**src/rtl/dcache_responder.sv**
```systemverilog
// dcache_responder
// Direct-mapped, write-back, write-allocate data cache for the MEM stage.
// Word loads and stores that hit complete in the cycle they are presented.
// A miss stalls the pipeline. If the victim line is dirty it is written back
// first, then the requested line is filled. After the fill the request is
// evaluated again in IDLE as a hit, so a store miss merges its word into the
// freshly filled line.
//
// Optional feature: define DCACHE_STATS_EN to add saturating hit_cnt and
// miss_cnt outputs.
//
// Ports
//   clk        system clock, rising edge
//   rst_n      asynchronous active-low reset
//   cpu_rd     load request
//   cpu_wr     store request (wins when both are high)
//   cpu_addr   word address {tag, index, offset[1:0]}
//   cpu_wdata  store data
//   cpu_rdata  load data, combinational on a hit, 0 otherwise
//   cpu_stall  request cannot complete this cycle
//   mem_rd     line fill request
//   mem_wr     line writeback request
//   mem_addr   line address {tag, index}
//   mem_wdata  victim line, word 0 in [15:0]
//   mem_rdata  fill line, word 0 in [15:0]
//   mem_rdy    one-cycle completion pulse for mem_rd / mem_wr
//   hit_cnt    (DCACHE_STATS_EN) first-evaluation hits, saturating
//   miss_cnt   (DCACHE_STATS_EN) misses, saturating
module dcache_responder #(
  parameter int INDEX_BITS = 3
) (
  input  logic        clk,
  input  logic        rst_n,
  input  logic        cpu_rd,
  input  logic        cpu_wr,
  input  logic [15:0] cpu_addr,
  input  logic [15:0] cpu_wdata,
  output logic [15:0] cpu_rdata,
  output logic        cpu_stall,
  output logic        mem_rd,
  output logic        mem_wr,
  output logic [13:0] mem_addr,
  output logic [63:0] mem_wdata,
  input  logic [63:0] mem_rdata,
  input  logic        mem_rdy
`ifdef DCACHE_STATS_EN
  ,
  output logic [15:0] hit_cnt,
  output logic [15:0] miss_cnt
`endif
);

  localparam int TAG_BITS = 16 - 2 - INDEX_BITS;
  localparam int LINES    = 1 << INDEX_BITS;

  localparam logic [1:0] S_IDLE = 2'd0;
  localparam logic [1:0] S_WB   = 2'd1;
  localparam logic [1:0] S_FILL = 2'd2;

  function automatic logic [15:0] word_sel(input logic [63:0] line,
                                           input logic [1:0]  off);
    logic [15:0] w;
    case (off)
      2'd0:    w = line[15:0];
      2'd1:    w = line[31:16];
      2'd2:    w = line[47:32];
      default: w = line[63:48];
    endcase
    return w;
  endfunction

  function automatic logic [63:0] word_merge(input logic [63:0] line,
                                             input logic [1:0]  off,
                                             input logic [15:0] w);
    logic [63:0] r;
    r = line;
    case (off)
      2'd0:    r[15:0]  = w;
      2'd1:    r[31:16] = w;
      2'd2:    r[47:32] = w;
      default: r[63:48] = w;
    endcase
    return r;
  endfunction

  // Request decode
  logic [TAG_BITS-1:0]   req_tag;
  logic [INDEX_BITS-1:0] req_idx;
  logic [1:0]            req_off;
  logic                  req_vld;
  logic                  hit;

  // Control state
  logic [1:0]            state_q, state_d;
  logic [LINES-1:0]      valid_q, valid_d;
  logic [LINES-1:0]      dirty_q, dirty_d;
  // Index/tag latched at miss detection; the miss is served from these.
  logic [INDEX_BITS-1:0] lidx_q, lidx_d;
  logic [TAG_BITS-1:0]   ltag_q, ltag_d;

  // Storage arrays (not reset; guarded by valid)
  logic [TAG_BITS-1:0]   tag_q  [LINES];
  logic [63:0]           data_q [LINES];

  logic                  store_hit;
  logic                  fill_done;

  assign req_tag = cpu_addr[15:2+INDEX_BITS];
  assign req_idx = cpu_addr[1+INDEX_BITS:2];
  assign req_off = cpu_addr[1:0];
  assign req_vld = cpu_rd | cpu_wr;
  assign hit     = valid_q[req_idx] && (tag_q[req_idx] == req_tag);

  always_comb begin
    state_d   = state_q;
    valid_d   = valid_q;
    dirty_d   = dirty_q;
    lidx_d    = lidx_q;
    ltag_d    = ltag_q;
    cpu_rdata = 16'h0000;
    cpu_stall = 1'b0;
    mem_rd    = 1'b0;
    mem_wr    = 1'b0;
    mem_addr  = 14'h0000;
    mem_wdata = 64'h0;
    store_hit = 1'b0;
    fill_done = 1'b0;
    case (state_q)
      S_IDLE: begin
        if (req_vld) begin
          if (hit) begin
            if (cpu_wr) begin
              store_hit        = 1'b1;
              dirty_d[req_idx] = 1'b1;
            end else begin
              cpu_rdata = word_sel(data_q[req_idx], req_off);
            end
          end else begin
            cpu_stall = 1'b1;
            lidx_d    = req_idx;
            ltag_d    = req_tag;
            if (valid_q[req_idx] && dirty_q[req_idx]) begin
              state_d = S_WB;
            end else begin
              state_d = S_FILL;
            end
          end
        end
      end
      S_WB: begin
        // Victim tag/data do not change while here, so outputs stay stable.
        cpu_stall = 1'b1;
        mem_wr    = 1'b1;
        mem_addr  = {tag_q[lidx_q], lidx_q};
        mem_wdata = data_q[lidx_q];
        if (mem_rdy) begin
          state_d = S_FILL;
        end
      end
      S_FILL: begin
        cpu_stall = 1'b1;
        mem_rd    = 1'b1;
        mem_addr  = {ltag_q, lidx_q};
        if (mem_rdy) begin
          fill_done       = 1'b1;
          valid_d[lidx_q] = 1'b1;
          dirty_d[lidx_q] = 1'b0;
          state_d         = S_IDLE;
        end
      end
      default: state_d = S_IDLE;
    endcase
  end

  always_ff @(posedge clk or negedge rst_n) begin
    if (!rst_n) begin
      state_q <= S_IDLE;
      valid_q <= '0;
      dirty_q <= '0;
      lidx_q  <= '0;
      ltag_q  <= '0;
    end else begin
      state_q <= state_d;
      valid_q <= valid_d;
      dirty_q <= dirty_d;
      lidx_q  <= lidx_d;
      ltag_q  <= ltag_d;
    end
  end

  always_ff @(posedge clk) begin
    if (store_hit) begin
      data_q[req_idx] <= word_merge(data_q[req_idx], req_off, cpu_wdata);
    end
    if (fill_done) begin
      data_q[lidx_q] <= mem_rdata;
      tag_q[lidx_q]  <= ltag_q;
    end
  end

`ifdef DCACHE_STATS_EN
  function automatic logic [15:0] sat_inc(input logic [15:0] v);
    return (v == 16'hFFFF) ? v : v + 16'd1;
  endfunction

  logic [15:0] hit_cnt_q;
  logic [15:0] miss_cnt_q;
  // High in the IDLE cycle right after a fill, where the stalled request
  // completes as a hit that must not be counted.
  logic        refill_q;
  logic        first_hit;
  logic        miss_evt;

  assign first_hit = (state_q == S_IDLE) && req_vld && hit && !refill_q;
  assign miss_evt  = (state_q == S_IDLE) && req_vld && !hit;

  always_ff @(posedge clk or negedge rst_n) begin
    if (!rst_n) begin
      hit_cnt_q  <= 16'h0000;
      miss_cnt_q <= 16'h0000;
      refill_q   <= 1'b0;
    end else begin
      refill_q <= fill_done;
      if (first_hit) begin
        hit_cnt_q <= sat_inc(hit_cnt_q);
      end
      if (miss_evt) begin
        miss_cnt_q <= sat_inc(miss_cnt_q);
      end
    end
  end

  assign hit_cnt  = hit_cnt_q;
  assign miss_cnt = miss_cnt_q;
`endif

endmodule

```
**config.mk**
```make
export PLATFORM = sky130hd
export DESIGN_NAME = dcache_responder
export DESIGN_NICKNAME = d
export VERILOG_FILES = /design/src/rtl/dcache_responder.sv
export SDC_FILE = /design/constraint.sdc
export NUM_CORES = 1
export LEC_CHECK = 0
export BUFFER_PORTS_ARGS = -buffer_cell sky130_fd_sc_hd__clkbuf_2
export CORE_MARGIN = 5
export CORE_UTILIZATION = 25
export DETAILED_ROUTE_END_ITERATION = 8
export PLACE_DENSITY = 0.41
export SYNTH_ARGS = -nofsm -noshare
export SYNTH_HDL_FRONTEND = slang
export SYNTH_SLANG_ARGS = --single-unit
```
**constraint.sdc**
```tcl
create_clock -name clk -period 15.35 [get_ports clk]
set_input_delay 4.605 -clock clk [delete_from_list [all_inputs] [get_ports clk]]
set_output_delay 4.605 -clock clk [all_outputs]
set_load 0.03 [all_outputs]
```
==> results.md <==
- The share of total power dissipated in the clock network is 0.284.
- In this run the clock root is driven by a sky130_fd_sc_hd__clkbuf_16.
- Summed over all layers, the global routing overflow is 0.
- In this run, synthesis produced a sequential element count of 632.
- The type of the most critical hold path is flip-flop to flip-flop.
- The worst-case IR drop observed on VDD is 0.0855 mV.
- The finished layout holds ~3900 standard cells, fillers aside.
- The number of buffers added by the clock tree synthesis step is 74.
- The cell family with the largest share of critical-path delay is buffers and inverters.
- Headroom to the max-slew limit came out at 0.217.
- For this run, asynchronously set or reset flops after synthesis account for 0.0506.
- The run finished with clean final reports.
- After detailed routing, the average wire length per cell comes to 33.9 microns.
- The number of failing setup endpoints in the final timing report is 0.
- The number of global-route vias before repair is 22676.
- The clock period could shrink to 13.12 ns.
- The average cell area after synthesis is ~14 sq um.
- The aggregate negative setup slack is 0 ns.
- The worst path required time is 10.75 ns.
- The buffers plus inverters on the worst setup path is 4.
- The I/O pin count is 198.
- The maximum level of the CTS H-tree is 3.
- The number of I/O port buffers is 197.
- The commonest register cell after synthesis is sky130_fd_sc_hd__edfxtp_1.
- In this run the cell area measured after placement is around 0.032 sq mm.
- The number of nets handed over by synthesis was 2225.
- The worst min-delay path startpoint is valid_q[5].
- The register-to-register setup slack is 10.08 ns.
- The detailed placer's ending HPWL is 77000 microns.
- Yosys mapped a number of flops with a built-in enable equal to 600.
- Synthesis handed over a netlist of 2120 instances.
- TritonCTS built the clock tree.
- The floorplan row count is 125.
- The path with the worst hold slack has its endpoint at valid_q[5].
- Counting cells, the worst reg-to-reg path comes to 7.
- The total length of routed wires is about 130000 microns.
- The number of pins exceeding their max-slew limit in the final report is 0.
- The number of antenna violations at the first check in global routing is 7.
- Across all layers, the routed design uses 22172 vias.
- The mapped netlist covers ~0.03 sq mm.
- Dividing total power by cell area gives a power density of 175 mW/mm^2.
- After detailed routing, the number of vias per cell comes to approximately 5.7.
- The capture instance of the worst register-to-register path is data_q[4][59].
- The core area is roughly 0.12 sq mm.
- Along the worst hold path, the cell count comes to 1.
- The net switching fraction of the power is 0.379.
- From synthesis to final layout, the design area changed by 17.6%.
- The horizontal die dimension is 353 microns.
- Gates resized during post-CTS repair numbered 0.
- The overall die height is 353 microns.
- The leakage power figure is approximately 11 nW.
- The share of total power dissipated in sequential elements is 0.396.
- The layout cell share with drive strength beyond 1 is 0.227.
- At the pin with the least slew margin, the transition time is 1.17 ns.
- The hold violation total from the final report is 0.
- The share of synthesized area in the top cell type comes to 0.612.
- Of the available clock period, the critical path in the final layout requires 0.855.
- The effective utilization at floorplan is 0.253.
- The internal power component is approximately 3.8 mW.
- In this run the critical register-to-register path is launched from lidx_q[1].
- The most frequent cell on the critical path is sky130_fd_sc_hd__buf_4.
- The number of buffers inserted for hold repair after clock tree synthesis is 0.
- The count of routing violations after the opening detailed-route iteration is around 2600.
- After clock tree synthesis, the clock-pin slew on the worst setup and hold paths is ~0.06 ns.
- Max-cap violations in this run came to 0.
- Synthesis instantiated 70 different standard cells from the library.
- The overall fraction of global-route tracks in use is 0.203.
- The design draws 6.06 mW.
- The finished layout cell area is 0.0346 sq mm.
- Of the total power, combinational logic draws 0.320.
- The critical path goes through buf_4 > buf_4 > nand2_1 > nor2_4 > buf_12 > a22oi_1 > nand4_1 > nor2_1 > a211o_1 > a21oi_1 > clkbuf_2.
- By area the synthesized netlist is led by sky130_fd_sc_hd__edfxtp_1 61%, sky130_fd_sc_hd__a22oi_1 8.2%, sky130_fd_sc_hd__mux4_2 3.1%.
- Setup repair after global routing left no endpoint under its margin.
- The number of warnings issued by yosys is 0.
- In this run the remaining antenna-violating nets after routing total 0.
- The first TritonRoute pass finished after 6 iterations.
- The largest area contributor in the netlist is sky130_fd_sc_hd__edfxtp_1.
- The final worst clock skew is 0.0481 ns.
- The buffer count from post-CTS setup fixing is 0.
- The highest achievable clock rate is 76.2 MHz.
- Among all stages on the critical path, the largest delay is contributed by sky130_fd_sc_hd__nor2_4.
- The maximum net fanout on the critical path is 55.
- The maximum number of pins on one net before global-route repair is between 60 and 70.
- Counting the fill cells in the layout gives 11630.
- The clock drives 632 sinks.
- The weighted congestion at the end of routability-driven global placement is 0.832.
- The net switching power is 2.29 mW.
- At the later pin of the worst-skew pair, clock insertion delay measures roughly 0.65 ns.
- For the worst setup path, the data arrival time is 8.51 ns.
- The final layout contains between 2000 and 2500 nets.
- The part of the Yosys area used for sequential elements is 0.639.
- The pre-CTS setup slack is 2.34 ns.
- Setup slack on the critical path of the routed design comes to 2.23 ns.
- The remaining routing DRC violations is 0.
- The type of destination of the critical path is a primary output.
- The cell total after placement is 3727.
- The floorplan step defined a die boundary enclosing 0.125 sq mm.
- By startpoint and endpoint, the worst setup path is classified as input pin to primary output.
- The first-pass GRT wire length is 181000 microns.
- The largest incremental delay on the critical path is 0.65 ns.
- The startpoint type of the worst setup path is an input pin.
- No sink is reached through more buffers than the 3 on the longest clock path.
sequential cells by signal (all words and copies together) (netlist names):
signal	flops
state_q	2
data_q	512
dirty_q	8
lidx_q	3
ltag_q	11
tag_q	88
valid_q	8
power groups by stage:
| stage | Clock (mW) | Sequential [mW] | Combinational, mW |
|---|---|---|---|
| 6_report | 1.72 | 2.40 | 1.94 |
| 5_1_grt | 1.83 | 2.42 | 2.04 |
| 4_1_cts | 1.76 | 2.40 | 1.93 |
| 2_1_floorplan | 0 | 2.37 | 1.13 |
| 3_5_place_dp | 0 | 2.43 | 1.93 |
| 3_3_place_gp | 0 | 2.43 | 1.92 |
synth_stat cells (all sizes together), types with 7 or more instances:
cell type	instances
a22o	34
nand4	24
a21oi	94
o211ai	20
nor3	16
nor2	129
nor2b	14
edfxtp	600
or3	12
o21ai	58
inv	17
nand3	11
a222oi	24
a22oi	323
nand2	99
clkbuf	104
and3	17
a221oi	56
a31oi	15
a41oi	27
mux2	81
nand2b	10
buf	73
or2	9
a221o	7
and4	10
mux2i	70
mux4	41
o22ai	14
dfrtp	32
a211oi	16
kinds of logic (layout without fill, tap and decap cells):
logic type / Yosys count / count (layout) / synth area share
buffers and inverters: 194 / 412 / 0.0290
adders and majority gates: 4 / 4 / 0.00170
other: 0 / 4 / 0
DFF: 632 / 632 / 0.639
and+or+nand+nor: 370 / 370 / 0.0615
muxes: 192 / 192 / 0.0862
xor gates and xnor gates: 5 / 5 / 0.00149
AOI/OAI and AO/OA: 723 / 723 / 0.181
how the worst max path moves through the flow:
stage	endpoint	slack (ns)	from	cells after the start
5_1_grt	cpu_rdata[1]	2.07	cpu_addr[2]	11
3_5_place_dp	cpu_rdata[1]	2.34	cpu_addr[2]	10
3_3_place_gp	cpu_rdata[1]	2.38	cpu_addr[2]	11
6_report	cpu_rdata[1]	2.23	cpu_addr[2]	11
4_1_cts	cpu_rdata[1]	2.34	cpu_addr[2]	10
2_1_floorplan	cpu_rdata[1]	3.86	cpu_addr[3]	12
metrics by stage:
| step | utilization | hold WS (ns) |
|---|---|---|
| 6_report | 0.297 | 0.462 |
| 5_1_grt | 0.297 | 0.482 |
| 4_1_cts | 0.297 | 0.461 |
| 3_5_place_dp | 0.277 | 0.447 |
| 3_3_place_gp | 0.277 | 0.445 |
| 2_1_floorplan | - | 0.429 |
layout make-up:
class	instances	area (sq um)	share of cell area
antenna	4	10.0	0.000289
clock buffer	89	1930	0.0557
clock inverter	46	409	0.0118
inverter	17	65.1	0.00188
multi-input combinational	1294	9950	0.287
sequential	632	18800	0.544
tap	1524	1910	0.0551
timing repair buffer	260	1530	0.0441
routing by layer:
layer  global-route usage  share of wire  up-vias
met5              0.00962         0.0013        -
met2                0.308           0.44     1372
met3               0.0653           0.11      269
li1                     -              -     9074
met4               0.0750          0.038        4
met1                0.270           0.41    11453
worst register-to-register path, cell delays in order (launching register included):
cell and delay, ns:
sky130_fd_sc_hd__dfrtp_2 0.70, sky130_fd_sc_hd__buf_4 0.46, sky130_fd_sc_hd__nor3_2 0.88, sky130_fd_sc_hd__buf_4 0.95, sky130_fd_sc_hd__nand2_1 0.41, sky130_fd_sc_hd__o21ai_4 0.14, sky130_fd_sc_hd__buf_4 0.58, sky130_fd_sc_hd__buf_4 0.76
placed cells by master (no fill, tap or decap), drive strengths merged, types with 15 or more instances in the layout:
cell	netlist	final
a211oi	16	16
a21oi	94	94
a221oi	56	56
a222oi	24	24
a22o	34	34
a22oi	323	323
a31oi	15	15
a41oi	27	27
and3	17	17
buf	73	66
clkbuf	104	283
clkinv	0	35
dfrtp	32	32
edfxtp	600	600
inv	17	19
mux2	81	81
mux2i	70	70
mux4	41	41
nand2	99	99
nand4	24	24
nor2	129	129
nor3	16	16
o211ai	20	20
o21ai	58	58
Power figures use the tool's default switching activity.
